`config.mk`:
```
export PLATFORM = sky130hd
export DESIGN_NAME = adder_chunked_flat
export DESIGN_NICKNAME = d
export VERILOG_FILES = /design/src/rtl/adder_chunked_if.sv /design/src/rtl/adder_chunked.sv /design/src/flat_wrapper.sv
export SDC_FILE = /design/constraint.sdc
export NUM_CORES = 1
export LEC_CHECK = 0
export ABC_AREA = 1
export CORE_MARGIN = 2
export CORE_UTILIZATION = 30
export CTS_BUF_LIST = sky130_fd_sc_hd__clkbuf_16
export CTS_CLUSTER_DIAMETER = 120
export CTS_CLUSTER_SIZE = 8
export DETAILED_ROUTE_END_ITERATION = 6
export SLEW_MARGIN = 20
export SYNTH_ARGS = -nofsm -noshare
export SYNTH_HDL_FRONTEND = slang
export SYNTH_SLANG_ARGS = --single-unit
```
`constraint.sdc`:
```
create_clock -name clk -period 3.44 [get_ports clk]
set_clock_uncertainty 0.05 [all_clocks]
set_input_delay 0.688 -clock clk [delete_from_list [all_inputs] [get_ports clk]]
set_output_delay 0.688 -clock clk [all_outputs]
set_load 0.02 [all_outputs]
```
`src/rtl/adder_chunked_if.sv`:
```
// adder_chunked_if -- operand/result handshake bundle for adder_chunked.
//   in_valid/in_ready  : operand handshake (a, b, cin, sub)
//   out_valid/out_ready: result handshake (sum, cout, ovf)
//   busy               : adder is working or holding a result
// master = producer/consumer side, slave = the adder.
interface adder_chunked_if #(
  parameter int WIDTH = 64
);
  logic             in_valid;
  logic             in_ready;
  logic [WIDTH-1:0] a;
  logic [WIDTH-1:0] b;
  logic             cin;
  logic             sub;
  logic             out_valid;
  logic             out_ready;
  logic [WIDTH-1:0] sum;
  logic             cout;
  logic             ovf;
  logic             busy;

  modport master (
    output in_valid, a, b, cin, sub, out_ready,
    input  in_ready, out_valid, sum, cout, ovf, busy
  );

  modport slave (
    input  in_valid, a, b, cin, sub, out_ready,
    output in_ready, out_valid, sum, cout, ovf, busy
  );
endinterface

```
`src/rtl/adder_chunked.sv`:
```
// adder_chunked -- multi-cycle add/subtract, CHUNK bits per clock, LSB slice first.
// Ports:
//   clk  : sole clock, rising edge
//   rst  : synchronous active-high reset
//   bus  : adder_chunked_if.slave (operand and result handshakes, busy)
// Subtraction is a + ~b + 1 (cin ignored); cout is the final carry (no-borrow
// when subtracting) and ovf the signed two's-complement overflow.
module adder_chunked #(
  parameter int WIDTH = 64,
  parameter int CHUNK = 16
) (
  input logic            clk,
  input logic            rst,
  adder_chunked_if.slave bus
);

  localparam int NCHUNK = WIDTH / CHUNK;
  localparam int IDXW   = (NCHUNK > 1) ? $clog2(NCHUNK) : 1;
  localparam logic [IDXW-1:0] LAST_IDX = IDXW'(NCHUNK - 1);

  typedef enum logic [1:0] {
    IDLE = 2'd0,
    CALC = 2'd1,
    DONE = 2'd2
  } state_t;

  state_t            state_r;
  state_t            state_nxt_s;
  logic [WIDTH-1:0]  a_r;
  logic [WIDTH-1:0]  b_r;        // already inverted for subtraction
  logic              carry_r;    // carry into the next slice
  logic [IDXW-1:0]   idx_r;
  logic [WIDTH-1:0]  sum_r;
  logic              cout_r;
  logic              ovf_r;

  logic              in_ready_s;
  logic              accept_s;
  logic              last_s;
  logic [CHUNK-1:0]  a_slice_s;
  logic [CHUNK-1:0]  b_slice_s;
  logic [CHUNK-1:0]  slice_s;
  logic              carry_s;

  // Handshake qualifiers; in_ready is forced low while reset is asserted.
  always_comb begin
    in_ready_s = 1'b0;
    accept_s   = 1'b0;
    last_s     = 1'b0;
    if (state_r == IDLE && !rst) begin
      in_ready_s = 1'b1;
    end else begin
      in_ready_s = 1'b0;
    end
    accept_s = bus.in_valid && in_ready_s;
    last_s   = (idx_r == LAST_IDX);
  end

  // One slice of the add, with the carry rippled from the previous slice.
  always_comb begin
    a_slice_s = a_r[int'(idx_r)*CHUNK +: CHUNK];
    b_slice_s = b_r[int'(idx_r)*CHUNK +: CHUNK];
    {carry_s, slice_s} = {1'b0, a_slice_s} + {1'b0, b_slice_s} + (CHUNK+1)'(carry_r);
  end

  // FSM state register.
  always_ff @(posedge clk) begin
    if (rst) begin
      state_r <= IDLE;
    end else begin
      state_r <= state_nxt_s;
    end
  end

  // FSM next-state logic.
  always_comb begin
    state_nxt_s = state_r;
    case (state_r)
      IDLE: begin
        if (accept_s) state_nxt_s = CALC;
        else          state_nxt_s = IDLE;
      end
      CALC: begin
        if (last_s) state_nxt_s = DONE;
        else        state_nxt_s = CALC;
      end
      DONE: begin
        // No direct DONE->CALC path: an IDLE cycle always separates results.
        if (bus.out_ready) state_nxt_s = IDLE;
        else               state_nxt_s = DONE;
      end
      default: state_nxt_s = IDLE;
    endcase
  end

  // Operand capture, slice accumulation and result flags.
  always_ff @(posedge clk) begin
    if (rst) begin
      a_r     <= {WIDTH{1'b0}};
      b_r     <= {WIDTH{1'b0}};
      carry_r <= 1'b0;
      idx_r   <= {IDXW{1'b0}};
      sum_r   <= {WIDTH{1'b0}};
      cout_r  <= 1'b0;
      ovf_r   <= 1'b0;
    end else begin
      case (state_r)
        IDLE: begin
          if (accept_s) begin
            a_r     <= bus.a;
            b_r     <= bus.sub ? ~bus.b : bus.b;
            carry_r <= bus.sub ? 1'b1 : bus.cin;
            idx_r   <= {IDXW{1'b0}};
          end
        end
        CALC: begin
          sum_r[int'(idx_r)*CHUNK +: CHUNK] <= slice_s;
          carry_r <= carry_s;
          if (last_s) begin
            idx_r  <= {IDXW{1'b0}};
            cout_r <= carry_s;
            // slice_s MSB is the MSB of the final sum.
            ovf_r  <= (a_r[WIDTH-1] == b_r[WIDTH-1]) && (slice_s[CHUNK-1] != a_r[WIDTH-1]);
          end else begin
            idx_r <= idx_r + IDXW'(1);
          end
        end
        default: begin
          // DONE holds the result; it stays visible through IDLE as well.
        end
      endcase
    end
  end

  assign bus.in_ready  = in_ready_s;
  assign bus.out_valid = (state_r == DONE);
  assign bus.busy      = (state_r != IDLE);
  assign bus.sum       = sum_r;
  assign bus.cout      = cout_r;
  assign bus.ovf       = ovf_r;

endmodule

```
`src/flat_wrapper.sv`:
```
// flat-port wrapper written by rule: the top's interface ports become plain ports
module adder_chunked_flat 
#(
  parameter int WIDTH = 64,
  parameter int CHUNK = 16
)
  (clk, rst, bus_in_valid, bus_a, bus_b, bus_cin, bus_sub, bus_out_ready, bus_in_ready, bus_out_valid, bus_sum, bus_cout, bus_ovf, bus_busy);
  adder_chunked_if #(.WIDTH(WIDTH)) bus_i ();
  input logic clk;
  input logic rst;
  input wire logic [$bits(bus_i.in_valid)-1:0] bus_in_valid;
  input wire logic [$bits(bus_i.a)-1:0] bus_a;
  input wire logic [$bits(bus_i.b)-1:0] bus_b;
  input wire logic [$bits(bus_i.cin)-1:0] bus_cin;
  input wire logic [$bits(bus_i.sub)-1:0] bus_sub;
  input wire logic [$bits(bus_i.out_ready)-1:0] bus_out_ready;
  output wire logic [$bits(bus_i.in_ready)-1:0] bus_in_ready;
  output wire logic [$bits(bus_i.out_valid)-1:0] bus_out_valid;
  output wire logic [$bits(bus_i.sum)-1:0] bus_sum;
  output wire logic [$bits(bus_i.cout)-1:0] bus_cout;
  output wire logic [$bits(bus_i.ovf)-1:0] bus_ovf;
  output wire logic [$bits(bus_i.busy)-1:0] bus_busy;
  assign bus_i.in_valid = bus_in_valid;
  assign bus_i.a = bus_a;
  assign bus_i.b = bus_b;
  assign bus_i.cin = bus_cin;
  assign bus_i.sub = bus_sub;
  assign bus_i.out_ready = bus_out_ready;
  assign bus_in_ready = bus_i.in_ready;
  assign bus_out_valid = bus_i.out_valid;
  assign bus_sum = bus_i.sum;
  assign bus_cout = bus_i.cout;
  assign bus_ovf = bus_i.ovf;
  assign bus_busy = bus_i.busy;
  adder_chunked #(.WIDTH(WIDTH), .CHUNK(CHUNK)) u_core (.clk(clk), .rst(rst), .bus(bus_i));
endmodule
```
# After elaboration in Yosys (flattened, before gate mapping)
# Index checks and enable logic that the tools add are counted.
# word_totals
register_bits,199
in_bits,134
output_inout_bits,69
# op_classes
n_addsub,4
n_eq_ne,6
n_shift,4
mux,13
bitwise_logic,1
n_reduce_logical,10
# ops
cell,count
64-bit by 7-bit indexed part select with 16-bit output,2
64-bit bitwise mux,1
64-bit 2-to-1 mux,1
64-bit inverter,1
"16-bit by 33-bit variable shift with 64-bit output, first input constant",1
16-bit by 33-bit indexed part select with 64-bit output,1
6-bit negator with 33-bit output,1
16-bit by 16-bit adder with 17-bit output,1
17-bit by 1-bit adder with 17-bit output,1
2-bit 2-to-1 mux,4
2-bit one-hot mux with 3 select lines,1
2-bit AND reduction,3
"2-bit equality test, second input constant",2
1-bit 2-to-1 mux,4
2-bit one-hot mux with 2 select lines,1
2-bit nonzero test,2
1-bit logical AND,3
"2-bit by 1-bit adder with 2-bit output, second input constant",1
"2-bit by 1-bit equality test with 1-bit output, second input constant",1
2-bit logical NOT,1
"2-bit by 1-bit != test with 1-bit output, second input constant",1
1-bit one-hot mux with 2 select lines,1
1-bit equality test,1
1-bit logical NOT,1
1-bit != test,1

# Longest topological paths before layout
# Gate-level depths: netlist of the first run.
# depth
depth_word,6
depth_mapped,17
depth_no_buf,16

# Worst setup path before layout of the first run
# Ideal clock, no wire load.
# synth_path
path_kind,register to register
startpoint,register u_core.idx_r[0]
endpoint,"register u_core.sum_r[22], in the netlist u_core.bus.sum[22]"
setup_ns,0.070
t_arrival_ns,2.800
required_ns,3.320
path_slack_ns,0.519
stages_incl_launch_ff,17
path_buffers,2
path_cell_list,dfxtp_1 > buf_2 > buf_1 > nor2_1 > o22ai_1 > fa_1 > inv_1 > fa_1 > nand3b_1 > nand2_2 > nand2_1 > nand2_2 > xor2_1 > nand2_1 > nor2_1 > nand2_1 > a21oi_1
# synth_via
elab_chain_len,5
word_cells_on_any_way,8
cone_classes,add/sub (3); shift (4); mux (1)
# synth_lines
element,line_no,rtl
from (decl),adder_chunked.sv:32,logic [IDXW-1:0] idx_r;
from (signal assigned),adder_chunked.sv:102,idx_r <= {IDXW{1'b0}};
from (signal assigned),adder_chunked.sv:113,idx_r <= {IDXW{1'b0}};
from (signal assigned),adder_chunked.sv:120,idx_r <= {IDXW{1'b0}};
64-bit by 7-bit indexed part select with 16-bit output (on tied branches),"adder_chunked.sv:61, adder_chunked.sv:62",
16-bit by 16-bit adder with 17-bit output,adder_chunked.sv:63,"{carry_s, slice_s} = {1'b0, a_slice_s} + {1'b0, b_slice_s} + (CHUNK+1)'(carry_r);"
17-bit by 1-bit adder with 17-bit output,adder_chunked.sv:63,
16-bit by 33-bit indexed part select with 64-bit output,adder_chunked.sv:117,sum_r[int'(idx_r)*CHUNK +: CHUNK] <= slice_s;
64-bit bitwise mux *,adder_chunked.sv:117,
to (signal assigned),adder_chunked.sv:103,sum_r <= {WIDTH{1'b0}};
"to (signal, indexed assignment)",adder_chunked.sv:117,
to (decl),adder_chunked.sv:33,logic [WIDTH-1:0] sum_r;
# Every way passes the cells marked *; elsewhere a longest branch is shown, timed or not.
# A chain may end at the register's enable or synchronous reset.

# Final worst setup path of the first run
# Same ends and word-level chain as after synthesis.

==> results of run 1 <==
==> logic make-up after synthesis <==
group                      Yosys count  share of synthesized area, %
AOI/OAI and AO/OA                  247                          13.8
adders and majority gates           23                          3.21
DFF                                199                          42.3
xor gates and xnor gates            71                          6.75
and+or+nand+nor                    607                          27.5
buffers and inverters              145                          6.50
==> Yosys cell counts (all sizes together), types with 3 or more instances <==
library cell,number,share of area [%]
xnor2,54,5.0
dfxtp,199,42
o21ai,115,6.1
nor2,103,4.4
clkbuf,39,1.6
nand3,143,7.6
o22ai,30,2.0
ha,21,2.8
a32oi,3,0.28
a22oi,3,0.24
buf,50,2.7
inv,55,2.2
nor3,5,0.27
nand2,335,14
nand4,17,1.1
a21oi,93,4.9
xor2,17,1.7
==> path summary, 6_finish.rpt <==
| check | from | to | slack (ns) | cells after the start |
|---|---|---|---|---|
| worst max register to register | u_core.idx_r[0]$_SDFFE_PP0P_ | u_core.bus.sum[22]$_SDFFE_PP0P_ | 0.35 | 15 |
| worst max-delay path | u_core.idx_r[0]$_SDFFE_PP0P_ | u_core.bus.sum[22]$_SDFFE_PP0P_ | 0.35 | 15 |
| worst min-delay path | u_core.a_r[34]$_SDFFE_PP0P_ | u_core.a_r[34]$_SDFFE_PP0P_ | 0.42 | 2 |
| worst min register to register | u_core.a_r[34]$_SDFFE_PP0P_ | u_core.a_r[34]$_SDFFE_PP0P_ | 0.42 | 2 |
==> layout by cell type (no fill, tap or decap), types with 2 or more instances in the layout <==
cell             Yosys  layout
a21oi_1             93      93
a22oi_1              3       3
a32oi_1              3       3
buf_12               0       3
buf_4                8      17
clkbuf_16            0      17
clkdlybuf4s50_1      0     200
clkinv_1             1       2
clkinv_4             0       4
clkinv_8             0       2
dfxtp_1            199     198
fa_1                 2       2
ha_1                21      21
inv_1               51      51
inv_2                4       4
inv_8                0       4
nand2_1            327     327
nand2_2              7       6
nand3_1            143     143
nand4_1             17      17
nor2_1              98      98
nor2_2               3       3
nor3_1               5       5
o21ai_0            115     115
o22ai_1             30      30
xnor2_1             54      54
xor2_1              15      15
xor2_2               2       2
==> flip-flops by register name (all words and copies together) (netlist names) <==
register and cells:
u_core.bus.ovf 1, u_core.carry_r 1, u_core.bus.cout 1, u_core.b_r 64
u_core.state_r 2, u_core.a_r 64, u_core.bus.sum 64, u_core.idx_r 2
==> per-layer routing <==
metal | vias to the layer above | wire (um) | global-route usage, %
met5 | - | 0 | 0
met4 | 0 | 435 | 4.39
met3 | 26 | 1850 | 3.31
met2 | 329 | 14400 | 30.3
met1 | 4200 | 14100 | 25.1
li1 | 4562 | - | -
==> cell type report <==
type | instances | area [um2]
fillers | 3285 | 18400
clock buffers | 17 | 425
clock inverters | 15 | 141
inverters | 56 | 213
repair buffers | 221 | 2190
flip-flops and latches | 199 | 3990
multi-input cells | 948 | 4850
well taps | 396 | 495
==> power by group through the flow <==
stage / registers, mW / clock network (mW) / logic, mW
floorplan: 2.58 / 0 / 0.759
global placement: 2.62 / 0 / 1.23
detailed placement: 2.61 / 0 / 1.25
CTS: 2.56 / 1.97 / 1.26
global route: 2.58 / 2.07 / 1.38
finish: 2.56 / 1.95 / 1.26
==> critical path, stage by stage, from the launching register on <==
cell	delay (ns)
dfxtp_2	0.36
buf_12	0.31
o21ai_0	0.14
o22ai_1	0.24
fa_1	0.23
inv_1	0.06
fa_1	0.41
nand3b_1	0.19
nand2_2	0.13
nand2_1	0.07
nand2_2	0.08
xor2_1	0.27
nand2_1	0.08
nor2_1	0.14
nand2_1	0.07
a21oi_1	0.14
==> per-stage QoR <==
stage	power (mW)	hold slack (ns)
4_1_cts	5.79	0.418
2_1_floorplan	3.33	0.381
3_3_place_gp	3.85	0.399
3_5_place_dp	3.86	0.407
5_1_grt	6.03	0.439
6_report	5.77	0.416
==> impl_metrics.ini, run 1 <==
[clocking]
post_cts_buffers = 0
clk_latency_ns = 0.44
numCtsBuffers = 17
cts_num_sinks = 199
path_clk_slew_ns = 0.08
holdBufCountCts = 0
cts_resized = 0
cts_tree = built
clock_path_buffers = 2
cts.htree.levels = 4
cts-root-buf = clkbuf_16

[timing]
finalWorstSetupSlack_ns = 0.354
slew_violations = 0
tns_ns = 0
slew_headroom_pct = 43.6
finalCritPeriodShare_pct = 89.7
setup_viol = 0
rsz0062_at_grt = false
clock.fmax_ghz = 0.324
worstMarginPinSlew_ns = 0.840
fin_crit_ns = 3.09
hold_viol = 0

[floorplanning]
num_rows = 64
dieArea_mm2 = 0.0329
dieHeight_um = 181
initial_core_util_pct = 30.7
core-area_mm2 = 0.0307
io_pins = 203
die_x_um = 181

[final_layout]
diodes = 0
drive_gt1_share_pct = 5.15
area_growth_pct = 30.5
finalNetCount = 1600
fin_util_pct = 40.0
fin_area_mm2 = 0.0123
stdcell_count = 1852

[grt]
overflow = 0
antenna_found_initial = 0
grt_pass1_vias = 8611
grt_pass1_wl_um = 47900
grt_max_degree = 89
grt_util_all_layers_pct = 18.5

[setup_path]
critPathLaunchType = register
critPathRequiredTime_ns = 3.75
cp.arrival_ns = 3.40
criticalPathCategory = register to register
endpoint_kind = register
critical_path_peak_fanout = 88

[logic_synthesis]
syn_avg_cell_area_um2 = 7.30
async_flop_share_pct = 0
syn-num-nets = 1449
synthCells = 1292
synth-edff-count = 0
syn_area_mm2 = 0.00943
ys_dominant_reg_cell = dfxtp_1
yosysWarnings = 0
synth_seq_cells = 199
synth_seq_area_share_pct = 42.3
synth_cell_type_count = 36

[place]
hpwl_um = 23400
dpl.cell_count = 1820
dp_slack_ns = 0.429
gp_congestion = 0.923
post_dp_cell_area_mm2 = 0.0117
portBuffers = 202

[route]
drcViolationCount = 0
dr.pass1.iters = 5
vias_per_cell = 4.92
ant_nets = 0
wire_per_inst_um = 16.6
vias = 9117
routed_wl_um = 30800
drt_iter0_markers = 905

[power]
intPower_mw = 3.90
pwr-share-seq_pct = 44.4
ir_drop_mv = 0.358
power.switching_mw = 1.87
pwr-share-clk_pct = 33.8
pwr-share-comb_pct = 21.8
p_per_area_mw_per_mm2 = 469
p_leak_nw = 4.91
switching_share_pct = 32.4

[flow_run]
max_cap_viol_count = 0

[hold_path]
worst_hold_path_type = register to register

[outcome]
status = completed
Note: power is estimated with default switching activity, not from simulation.
==> inputs of run 2 (changes only) <==
--- a/config.mk
+++ b/config.mk
@@ -12,6 +12,7 @@
 export CTS_CLUSTER_DIAMETER = 120
 export CTS_CLUSTER_SIZE = 8
 export DETAILED_ROUTE_END_ITERATION = 6
+export SETUP_SLACK_MARGIN = 0.3
 export SLEW_MARGIN = 20
 export SYNTH_ARGS = -nofsm -noshare
 export SYNTH_HDL_FRONTEND = slang
==> run 2 against run 1 <==
Critical path depth up 1. Count of clock-buffer cells in the layout unchanged. Non-clock buffer count up 1. Cell count about the same. Sequential power about the same. Combinational power about the same. Sequential cell count unchanged. Core utilization up 0.20 points. Critical path type unchanged. Critical endpoint unchanged.
==> impl_metrics.ini, run 2 (synthesized netlist as in run 1, its figures left out) <==
[timing]
setup_viol = 0
finalWorstSetupSlack_ns = 0.512
hold_viol = 0
clock.fmax_ghz = 0.342
finalCritPeriodShare_pct = 85.1
slew_headroom_pct = 44.5
slew_violations = 0
rsz0062_at_grt = true
tns_ns = 0
fin_crit_ns = 2.93
worstMarginPinSlew_ns = 0.827

[setup_path]
critical_path_buf_inv_count = 3
reg2reg_to = u_core.bus.sum[22]$_SDFFE_PP0P_
crit_chain = inv_2 > buf_4 > o21ai_0 > o22ai_1 > fa_1 > inv_1 > fa_1 > nand3b_1 > nand2_2 > nand2_1 > nand2_2 > xor2_2 > nand2_1 > nor2_1 > nand2_1 > a21oi_1
crit_slowest_cell = fa_1
critical_path.top_delay_family = simple AND/OR/NAND/NOR gates
criticalPathCategory = register to register
rr_startpoint = u_core.idx_r[1]$_SDFFE_PP0P_
critPathRequiredTime_ns = 3.75
critPathLaunchType = register
endpoint_kind = register
r2r_cells = 16
cp.arrival_ns = 3.24
r2r_slack_ns = 0.51
critical_path_peak_fanout = 18
crit_top_cell = nand2_1
slowest_delay_ns = 0.41

[hold_path]
hold_depth = 2
worstHoldStart = u_core.a_r[34]$_SDFFE_PP0P_
holdPathEnd = u_core.a_r[34]$_SDFFE_PP0P_
worst_hold_path_type = register to register

[route]
ant_nets = 0
wire_per_inst_um = 16.7
dr.pass1.iters = 5
drcViolationCount = 0
routed_wl_um = 30900
vias_per_cell = 4.92
drt_iter0_markers = 831
vias = 9113

[place]
dpl.cell_count = 1820
hpwl_um = 23400
gp_congestion = 0.923
portBuffers = 202
dp_slack_ns = 0.429
post_dp_cell_area_mm2 = 0.0117

[floorplanning]
io_pins = 203
num_rows = 64
dieHeight_um = 181
core-area_mm2 = 0.0307
dieArea_mm2 = 0.0329
initial_core_util_pct = 30.7
die_x_um = 181

[clocking]
cts_tree = built
holdBufCountCts = 0
cts-root-buf = clkbuf_16
clock_path_buffers = 2
numCtsBuffers = 17
clk_latency_ns = 0.44
path_clk_slew_ns = 0.08
cts.htree.levels = 4
cts_num_sinks = 199

[grt]
grt_pass1_wl_um = 47900
grt_util_all_layers_pct = 18.5
grt_pass1_vias = 8611
antenna_found_initial = 0
grt_max_degree = 89
overflow = 0

[final_layout]
area_growth_pct = 31.1
mostFrequentLayoutCell = nand2_1
finalNetCount = 1601
fin_area_mm2 = 0.0124
stdcell_count = 1853
fin_util_pct = 40.2
diodes = 0
final_cell_mix = nand2_1 (326), clkdlybuf4s50_1 (200), dfxtp_1 (198)
drive_gt1_share_pct = 5.49

[power]
p_per_area_mw_per_mm2 = 468
p_leak_nw = 4.93
ir_drop_mv = 0.370

[outcome]
status = completed

[flow_run]
max_cap_viol_count = 0
[run 2: metal layers]
layer	up-vias	track usage (%)	wire [um]	part of all wire, %
met2	305	30.3	14400	47
met5	-	0	0	0
met1	4218	25.1	14400	47
li1	4566	-	-	-
met3	24	3.31	1650	5.3
met4	0	4.39	438	1.4
[run 2: how the worst max path moves through the flow]
| stage | from | endpoint | slack [ns] | depth (start not counted) |
|---|---|---|---|---|
| global placement | u_core.idx_r[0]$_SDFFE_PP0P_ | u_core.bus.sum[20]$_SDFFE_PP0P_ | 0.45 | 13 |
| global route | u_core.idx_r[0]$_SDFFE_PP0P_ | u_core.bus.sum[14]$_SDFFE_PP0P_ | 0.29 | 16 |
| CTS | u_core.idx_r[0]$_SDFFE_PP0P_ | u_core.bus.sum[22]$_SDFFE_PP0P_ | 0.40 | 15 |
| detailed placement | u_core.idx_r[0]$_SDFFE_PP0P_ | u_core.bus.sum[62]$_SDFFE_PP0P_ | 0.43 | 16 |
| finish | u_core.idx_r[1]$_SDFFE_PP0P_ | u_core.bus.sum[22]$_SDFFE_PP0P_ | 0.51 | 16 |
| floorplan | u_core.idx_r[0]$_SDFFE_PP0P_ | u_core.bus.sum[22]$_SDFFE_PP0P_ | 0.52 | 16 |
[run 2: timing repair]
action                     CTS  global route
buffers inserted             0             0
hold endpoints to repair     0             0
resized for setup            0            10
setup endpoints to repair    0            26
[run 2: metrics by stage]
step	power, mW	hold slack (ns)
3_3_place_gp	3.85	0.399
3_5_place_dp	3.86	0.407
5_1_grt	6.05	0.439
4_1_cts	5.79	0.418
6_report	5.79	0.417
2_1_floorplan	3.33	0.381
[run 2: area by class of cell]
type                    count  area [um2]
clock inverters            15         141
multi-input cells         948        4860
flip-flops and latches    199        3990
repair buffers            222        2230
fillers                  3285       18400
clock buffers              17         425
inverters                  56         215
well taps                 396         495
[run 2: worst reg2reg max path, cell delays in order (launching register included)]
cell and delay [ns]:
dfxtp_1 0.34, inv_2 0.12, buf_4 0.22, o21ai_0 0.11
o22ai_1 0.19, fa_1 0.23, inv_1 0.06, fa_1 0.41
nand3b_1 0.19, nand2_2 0.14, nand2_1 0.08, nand2_2 0.09
xor2_2 0.20, nand2_1 0.07, nor2_1 0.14, nand2_1 0.07
a21oi_1 0.14
[run 2: power by group]
part           total (mW)  switching (mW)  internal (mW)  leakage [nW]
Sequential           2.57           0.114           2.45          1.63
Clock                1.94           0.986          0.959         0.276
Combinational        1.28           0.778          0.499          3.02
==> inputs of run 3 (changes only) <==
--- a/config.mk
+++ b/config.mk
@@ -12,6 +12,7 @@
 export CTS_CLUSTER_DIAMETER = 120
 export CTS_CLUSTER_SIZE = 8
 export DETAILED_ROUTE_END_ITERATION = 6
+export GPL_ROUTABILITY_DRIVEN = 1
 export SETUP_SLACK_MARGIN = 0.3
 export SLEW_MARGIN = 20
 export SYNTH_ARGS = -nofsm -noshare
==> results of run 3 <==
The final DEF is identical to that of run 2; final timing and power are the same.
